===== src/rtl/seg7_pkg.sv =====
// Shared definitions for the 7-segment scan display.
//   SEG_BLANK / SEG_DASH : active-high gfedcba patterns for a dark digit and a dash
//   seg7_decode          : BCD nibble -> active-high gfedcba (non-decimal nibbles blank)
//   conv_state_t         : state of the binary-to-BCD converter
package seg7_pkg;

    localparam logic [6:0] SEG_BLANK = 7'h00;
    localparam logic [6:0] SEG_DASH  = 7'h40;

    typedef enum logic {
        IDLE = 1'b0,
        CONV = 1'b1
    } conv_state_t;

    function automatic logic [6:0] seg7_decode(input logic [3:0] digit);
        logic [6:0] pattern;
        case (digit)
            4'd0:    pattern = 7'h3F;
            4'd1:    pattern = 7'h06;
            4'd2:    pattern = 7'h5B;
            4'd3:    pattern = 7'h4F;
            4'd4:    pattern = 7'h66;
            4'd5:    pattern = 7'h6D;
            4'd6:    pattern = 7'h7D;
            4'd7:    pattern = 7'h07;
            4'd8:    pattern = 7'h7F;
            4'd9:    pattern = 7'h6F;
            default: pattern = SEG_BLANK;
        endcase
        return pattern;
    endfunction

endpackage


===== src/rtl/seg7_bcd_conv.sv =====
// Iterative double-dabble binary-to-BCD converter, one input bit per cycle.
//   CLK100MHZ, reset_n : system clock, asynchronous active-low reset
//   value, value_valid : binary value and load request (taken only while idle)
//   bcd                : last committed BCD digits, digit 0 in bits [3:0]
//   ovf                : last committed value did not fit in NUM_DIGITS digits
//   busy               : conversion in progress; this is the FSM state (CONV)
//
// Handshake: value is captured on a rising edge where value_valid=1 and busy=0.
// A request seen while busy=1 is dropped, not queued.
module seg7_bcd_conv
    import seg7_pkg::*;
#(
    parameter int NUM_DIGITS = 4,
    parameter int DATA_W     = 14
) (
    input  logic                    CLK100MHZ,
    input  logic                    reset_n,
    input  logic [DATA_W-1:0]       value,
    input  logic                    value_valid,
    output logic [4*NUM_DIGITS-1:0] bcd,
    output logic                    ovf,
    output logic                    busy
);

    localparam int BCD_W = 4 * NUM_DIGITS;
    localparam int CNT_W = (DATA_W > 1) ? $clog2(DATA_W) : 1;

    conv_state_t        state_q, state_d;
    logic [DATA_W-1:0]  bin_q, bin_d;
    logic [BCD_W-1:0]   work_q, work_d;
    logic               ovf_work_q, ovf_work_d;
    logic [CNT_W-1:0]   cnt_q, cnt_d;
    logic [BCD_W-1:0]   bcd_q, bcd_d;
    logic               ovf_q, ovf_d;

    logic [BCD_W-1:0]   adj;
    logic [BCD_W-1:0]   work_sh;
    logic [DATA_W-1:0]  bin_sh;
    logic               carry_out;

    always_comb begin
        // Add-3 correction on every nibble, then one left shift of {work, bin}.
        adj = work_q;
        for (int i = 0; i < NUM_DIGITS; i++) begin
            if (work_q[4*i +: 4] >= 4'd5) begin
                adj[4*i +: 4] = work_q[4*i +: 4] + 4'd3;
            end
        end
        carry_out = adj[BCD_W-1];
        work_sh   = {adj[BCD_W-2:0], bin_q[DATA_W-1]};
        bin_sh    = bin_q << 1;

        state_d    = state_q;
        bin_d      = bin_q;
        work_d     = work_q;
        ovf_work_d = ovf_work_q;
        cnt_d      = cnt_q;
        bcd_d      = bcd_q;
        ovf_d      = ovf_q;

        case (state_q)
            IDLE: begin
                if (value_valid) begin
                    bin_d      = value;
                    work_d     = '0;
                    ovf_work_d = 1'b0;
                    cnt_d      = CNT_W'(DATA_W - 1);
                    state_d    = CONV;
                end
            end
            CONV: begin
                bin_d      = bin_sh;
                work_d     = work_sh;
                ovf_work_d = ovf_work_q | carry_out;
                cnt_d      = cnt_q - 1'b1;
                if (cnt_q == '0) begin
                    // Final shift: commit straight from the shifted result.
                    bcd_d   = work_sh;
                    ovf_d   = ovf_work_q | carry_out;
                    state_d = IDLE;
                end
            end
            default: state_d = IDLE;
        endcase
    end

    always_ff @(posedge CLK100MHZ or negedge reset_n) begin
        if (!reset_n) begin
            state_q    <= IDLE;
            bin_q      <= '0;
            work_q     <= '0;
            ovf_work_q <= 1'b0;
            cnt_q      <= '0;
            bcd_q      <= '0;
            ovf_q      <= 1'b0;
        end else begin
            state_q    <= state_d;
            bin_q      <= bin_d;
            work_q     <= work_d;
            ovf_work_q <= ovf_work_d;
            cnt_q      <= cnt_d;
            bcd_q      <= bcd_d;
            ovf_q      <= ovf_d;
        end
    end

    assign bcd  = bcd_q;
    assign ovf  = ovf_q;
    assign busy = (state_q == CONV);

endmodule


===== src/rtl/seg7_scan_display.sv =====
// N-digit decimal display engine for a common-anode 7-segment bus.
//   CLK100MHZ, reset_n : system clock, asynchronous active-low reset
//   value, value_valid : binary value to show and its load request
//   busy               : conversion in progress, loads ignored
//   overflow           : shown value exceeds 10^NUM_DIGITS-1 (all digits dash)
//   dp_in              : per-digit decimal point, 1=lit, digit 0 rightmost
//   SEG, AN, DP        : active-low cathodes {g..a}, anodes, decimal point
// Build option SEG7_LZ_BLANK_EN: blank leading zeros (digit 0 always shown).
// Without it every digit is shown, e.g. "0007".
module seg7_scan_display
    import seg7_pkg::*;
#(
    parameter int NUM_DIGITS  = 4,
    parameter int DATA_W      = 14,
    parameter int REFRESH_DIV = 50000
) (
    input  logic                  CLK100MHZ,
    input  logic                  reset_n,
    input  logic [DATA_W-1:0]     value,
    input  logic                  value_valid,
    output logic                  busy,
    output logic                  overflow,
    input  logic [NUM_DIGITS-1:0] dp_in,
    output logic [6:0]            SEG,
    output logic [NUM_DIGITS-1:0] AN,
    output logic                  DP
);

    localparam int DIV_W = $clog2(REFRESH_DIV);
    localparam int IDX_W = (NUM_DIGITS > 1) ? $clog2(NUM_DIGITS) : 1;

    logic [4*NUM_DIGITS-1:0] bcd;
    logic                    ovf;

    seg7_bcd_conv #(
        .NUM_DIGITS (NUM_DIGITS),
        .DATA_W     (DATA_W)
    ) u_conv (
        .CLK100MHZ   (CLK100MHZ),
        .reset_n     (reset_n),
        .value       (value),
        .value_valid (value_valid),
        .bcd         (bcd),
        .ovf         (ovf),
        .busy        (busy)
    );

    logic [DIV_W-1:0]      div_q, div_d;
    logic [IDX_W-1:0]      idx_q, idx_d;
    logic [NUM_DIGITS-1:0] an_q, an_d;
    logic [6:0]            seg_q, seg_d;
    logic                  dp_q, dp_d;

    logic                  step;
    logic [NUM_DIGITS-1:0] lead_zero;
    logic                  above_zero;
    logic [3:0]            nib_sel;
    logic                  dp_sel;
    logic                  lz_sel;
    logic [6:0]            pattern;

    always_comb begin
        lead_zero  = '0;
        above_zero = 1'b1;
`ifdef SEG7_LZ_BLANK_EN
        // A digit is a leading zero when it and every digit above it are zero.
        for (int i = NUM_DIGITS - 1; i >= 0; i--) begin
            above_zero   = above_zero && (bcd[4*i +: 4] == 4'd0);
            lead_zero[i] = above_zero && (i != 0);
        end
`endif
    end

    always_comb begin
        step  = (div_q == DIV_W'(REFRESH_DIV - 1));
        div_d = step ? '0 : div_q + 1'b1;

        nib_sel = 4'd0;
        dp_sel  = 1'b0;
        lz_sel  = 1'b0;
        for (int i = 0; i < NUM_DIGITS; i++) begin
            if (idx_q == IDX_W'(i)) begin
                nib_sel = bcd[4*i +: 4];
                dp_sel  = dp_in[i];
                lz_sel  = lead_zero[i];
            end
        end

        if (ovf) begin
            pattern = SEG_DASH;
        end else if (lz_sel) begin
            pattern = SEG_BLANK;
        end else begin
            pattern = seg7_decode(nib_sel);
        end

        idx_d = idx_q;
        an_d  = an_q;
        seg_d = seg_q;
        dp_d  = dp_q;
        // The output registers load the digit at the current index, then the
        // index advances, so the first step after reset lights digit 0.
        if (step) begin
            an_d  = ~(NUM_DIGITS'(1) << idx_q);
            seg_d = ~pattern;
            dp_d  = ~dp_sel;
            idx_d = (idx_q == IDX_W'(NUM_DIGITS - 1)) ? '0 : idx_q + 1'b1;
        end
    end

    always_ff @(posedge CLK100MHZ or negedge reset_n) begin
        if (!reset_n) begin
            div_q <= '0;
            idx_q <= '0;
            an_q  <= '1;
            seg_q <= 7'h7F;
            dp_q  <= 1'b1;
        end else begin
            div_q <= div_d;
            idx_q <= idx_d;
            an_q  <= an_d;
            seg_q <= seg_d;
            dp_q  <= dp_d;
        end
    end

    assign overflow = ovf;
    assign SEG      = seg_q;
    assign AN       = an_q;
    assign DP       = dp_q;

endmodule


===== config.mk =====
export PLATFORM = sky130hd
export DESIGN_NAME = seg7_scan_display
export DESIGN_NICKNAME = d
export VERILOG_FILES = /design/src/rtl/seg7_pkg.sv /design/src/rtl/seg7_bcd_conv.sv /design/src/rtl/seg7_scan_display.sv
export SDC_FILE = /design/constraint.sdc
export NUM_CORES = 1
export LEC_CHECK = 0
export ABC_AREA = 1
export CAP_MARGIN = 25
export CORE_AREA = 2 2 101 103
export CTS_CLUSTER_DIAMETER = 40
export DETAILED_ROUTE_END_ITERATION = 10
export DIE_AREA = 0 0 103 105
export HOLD_SLACK_MARGIN = 0.1
export PLACE_DENSITY = 0.6
export SYNTH_ARGS = -nofsm -noshare
export SYNTH_HDL_FRONTEND = slang
export SYNTH_SLANG_ARGS = --single-unit

===== constraint.sdc =====
create_clock -name CLK100MHZ -period 5.6 [get_ports CLK100MHZ]
set_input_delay 1.12 -clock CLK100MHZ [delete_from_list [all_inputs] [get_ports CLK100MHZ]]
set_output_delay 1.12 -clock CLK100MHZ [all_outputs]
set_load 0.02 [all_outputs]

==> flow_metrics.tcl <==
set metrics [dict create \
    nNetsFinal 585 \
    holdCritStartpoint "DP$_DFFE_PN1N_" \
    synth_compound_area_frac 0.127 \
    ant_nets 0 \
    start_util 0.447 \
    antenna_found_initial 0 \
    p_seq_frac 0.425 \
    core_um2 9640 \
    synthCells 512 \
    max_cap_viol_count 0 \
    drc 0 \
    ir_drop_mv 0.204 \
    setup_tns_ps 0 \
    placementRows 36 \
    synthSimpleGateAreaFrac 0.226 \
    status "finished clean" \
    reg2reg_slack_ps 3290 \
    p_int_w 0.00128 \
    vias 3364 \
    p_clk_frac 0.214 \
    ioPinCount 35 \
    synth_warnings 0 \
    seq_area_um2 2090 \
    overflow 0 \
    final_cells 682 \
    cts_root_buffer "clkbuf_8" \
    diodes 0 \
    layout_commonest_cell "nand2_1" \
    drtPass1Iterations 4 \
    fillerInstances 936 \
    critPathBufInv 1 \
    numCtsBuffers 9 \
    p_per_area_nw_per_um2 425 \
    grt_usage 0.176 \
    hold_buffers 0 \
    die_y_um 105 \
    clock_latency_ps 370 \
    cellLeakagePower_nw 2.32 \
    placed_cells 666 \
    drive_gt1_frac 0.0965 \
    detail_route.iter0.violations 123 \
    layout_common_cells "nand2_1, dfrtp_1, inv_1" \
    combPwrFrac 0.362 \
    path_cells "clkdlybuf4s50_1" \
    hold_end "DP$_DFFE_PN1N_" \
    rsz0062_at_grt "false" \
    synth_adder_area_share 0.0581 \
    hold_path_class "reg2reg" \
    multi_input_area_um2 1880 \
    gp_congestion 0.890 \
    synth.avg_cell_area_um2 8.42 \
    critPathCaptureType "output port" \
    synth_top_family_by_area "simple AND/OR/NAND/NOR gates" \
    whs_path_depth 2 \
    r2r_start "idx_q[0]$_DFFE_PN0N_" \
    path_class "reg2out" \
    drt_wl_total_um 8690 \
    cts_sinks 83 \
    ys_types 38 \
    finalClockSkew_ps 6.50 \
    ys_ff_latch 83 \
    switchingPower_w 0.000823 \
    die_x_um 103 \
    grt_pass1_wl_um 15100 \
    cp_slowest_cell "clkdlybuf4s50_1" \
    cts.htree.levels 3 \
    dp_hpwl_um 6320 \
    critPathMaxStageDelay_ps 710 \
    muxShareOfSynthArea 0 \
    worst_r2r_endpoint "SEG[1]$_DFFE_PN1N_" \
    synth-xor-area-share 0.0244 \
    grt_max_degree 45 \
    grt_pass1_vias 3332 \
    crit_arrival_ps 1760 \
    die_area_um2 10800 \
    fmax_mhz 347 \
    slew_violations 0 \
    netlist_area_um2 4310 \
    cp_top_family "buffers and inverters" \
    ys_seq_area_frac 0.485 \
    worstMarginPinSlew_ps 780 \
    cp-start-kind "flop" \
    syn_nets 553 \
    post_drt_wl_per_cell_um 12.7 \
    hold_viol 0 \
    r2r_cells 12 \
    post_cts_buffers 0 \
    cts_max_path_buffers 2 \
    cts_resized 0 \
    min_period_ps 2880 \
    port-buffer-count 34 \
    fin_crit_sh 0.514 \
    critPathMaxFanout 12 \
    finalSetupViolCount 0 \
    areaGrowthSynthToFinish_pct 14.7 \
    via_per_inst 4.93 \
    clkTransAtPathRegs_ps 80 \
    p_sw_frac 0.391 \
    cts_tree "built" \
    max_slew_margin 0.480 \
    critPathRequiredTime_ps 4480 \
]
## through the flow
step | hold slack, ps | total power (W) | area [um2] | utilization | worst slack [ps]
after detailed placement | 459 | 0.00167 | 4740 | 0.492 | 2630
after CTS | 473 | 0.00213 | 4940 | 0.513 | 2670
after floorplan | 443 | 0.00146 | 4310 | - | 3690
after global routing | 487 | 0.00229 | 4940 | 0.513 | 2640
final | 469 | 0.00210 | 4940 | 0.513 | 2720
after global placement | 455 | 0.00164 | 4740 | 0.492 | 2670
## state kept, by name, summed over array words and instances, names as in the netlist
register	flops
div_q	16
u_conv.ovf_work_q	1
u_conv.work_q	16
u_conv.busy	1
u_conv.ovf	1
idx_q	2
u_conv.bcd	16
SEG	7
DP	1
u_conv.bin_q	14
AN	4
u_conv.cnt_q	4
## per-layer routing
layer  track usage  vias to the layer above  routed length (um)
li1              -                     1734                   -
met1         0.235                     1565                4210
met2         0.277                       49                4040
met3        0.0247                       16                 202
met4        0.0846                        0                 227
met5             0                        -                   0
## worst min-delay path: stages, from the launching register on
cell	delay, ps
dfstp_2	380
nand2_1	50
nand2_1	50
## worst max path at each step
stage | start | end | cells past startpoint | slack (ps)
2_1_floorplan | idx_q[0]$_DFFE_PN0N_ | SEG[1]$_DFFE_PN1N_ | 13 | 3690
3_3_place_gp | value_valid | u_conv.bin_q[11]$_DFFE_PN0P_ | 4 | 2670
3_5_place_dp | value_valid | u_conv.work_q[11]$_DFFE_PN0P_ | 4 | 2630
4_1_cts | u_conv.busy$_DFF_PN0_ | busy | 1 | 2670
5_1_grt | u_conv.busy$_DFF_PN0_ | busy | 1 | 2640
6_report | u_conv.busy$_DFF_PN0_ | busy | 1 | 2720
## final cells by class
class | count | share of cell area
flip-flops and latches | 83 | 0.423
well taps | 133 | 0.0337
inverters | 68 | 0.0517
multi-input cells | 347 | 0.380
repair buffers | 35 | 0.0699
clock buffers | 10 | 0.0279
clock inverters | 6 | 0.0132
## Yosys cell counts, drive strengths merged
cell type,number,area [um2]
ha,20,250
clkbuf,6,22.5
or2,6,40.0
xor2,11,96.3
o21bai,1,7.51
nor4,5,31.3
nand3b,2,15.0
clkinv,1,3.75
dfrtp,71,1780
xnor2,1,8.76
a211oi,1,7.51
nor2,49,220
buf,8,60.1
o22ai,16,100
dfstp,12,315
o211ai,2,15.0
nand3,26,140
o221ai,7,61.3
nand4,6,37.5
a21oi,18,90.1
nor3,4,20.0
o21a,1,7.51
a22oi,2,15.0
inv,67,251
nand2,120,470
o21ai,49,245
## logic make-up (layout without fill, tap and decap cells)
logic type	after synthesis	in the layout
AO/OA/AOI/OAI	97	97
XOR/XNOR	12	12
adder cells (fa/ha/maj)	20	20
buffers and inverters	82	119
flip-flops	83	83
AND/OR/NAND/NOR	218	218
## power groups by stage
stage                     logic [W]  clock network [W]  registers, W
after detailed placement   0.000771                  0      0.000904
final                      0.000760           0.000449      0.000893
after global routing       0.000891           0.000484      0.000919
after global placement     0.000745                  0      0.000899
after floorplan            0.000593                  0      0.000867
after CTS                  0.000771           0.000463      0.000895
(Power assumes the default switching activity.)
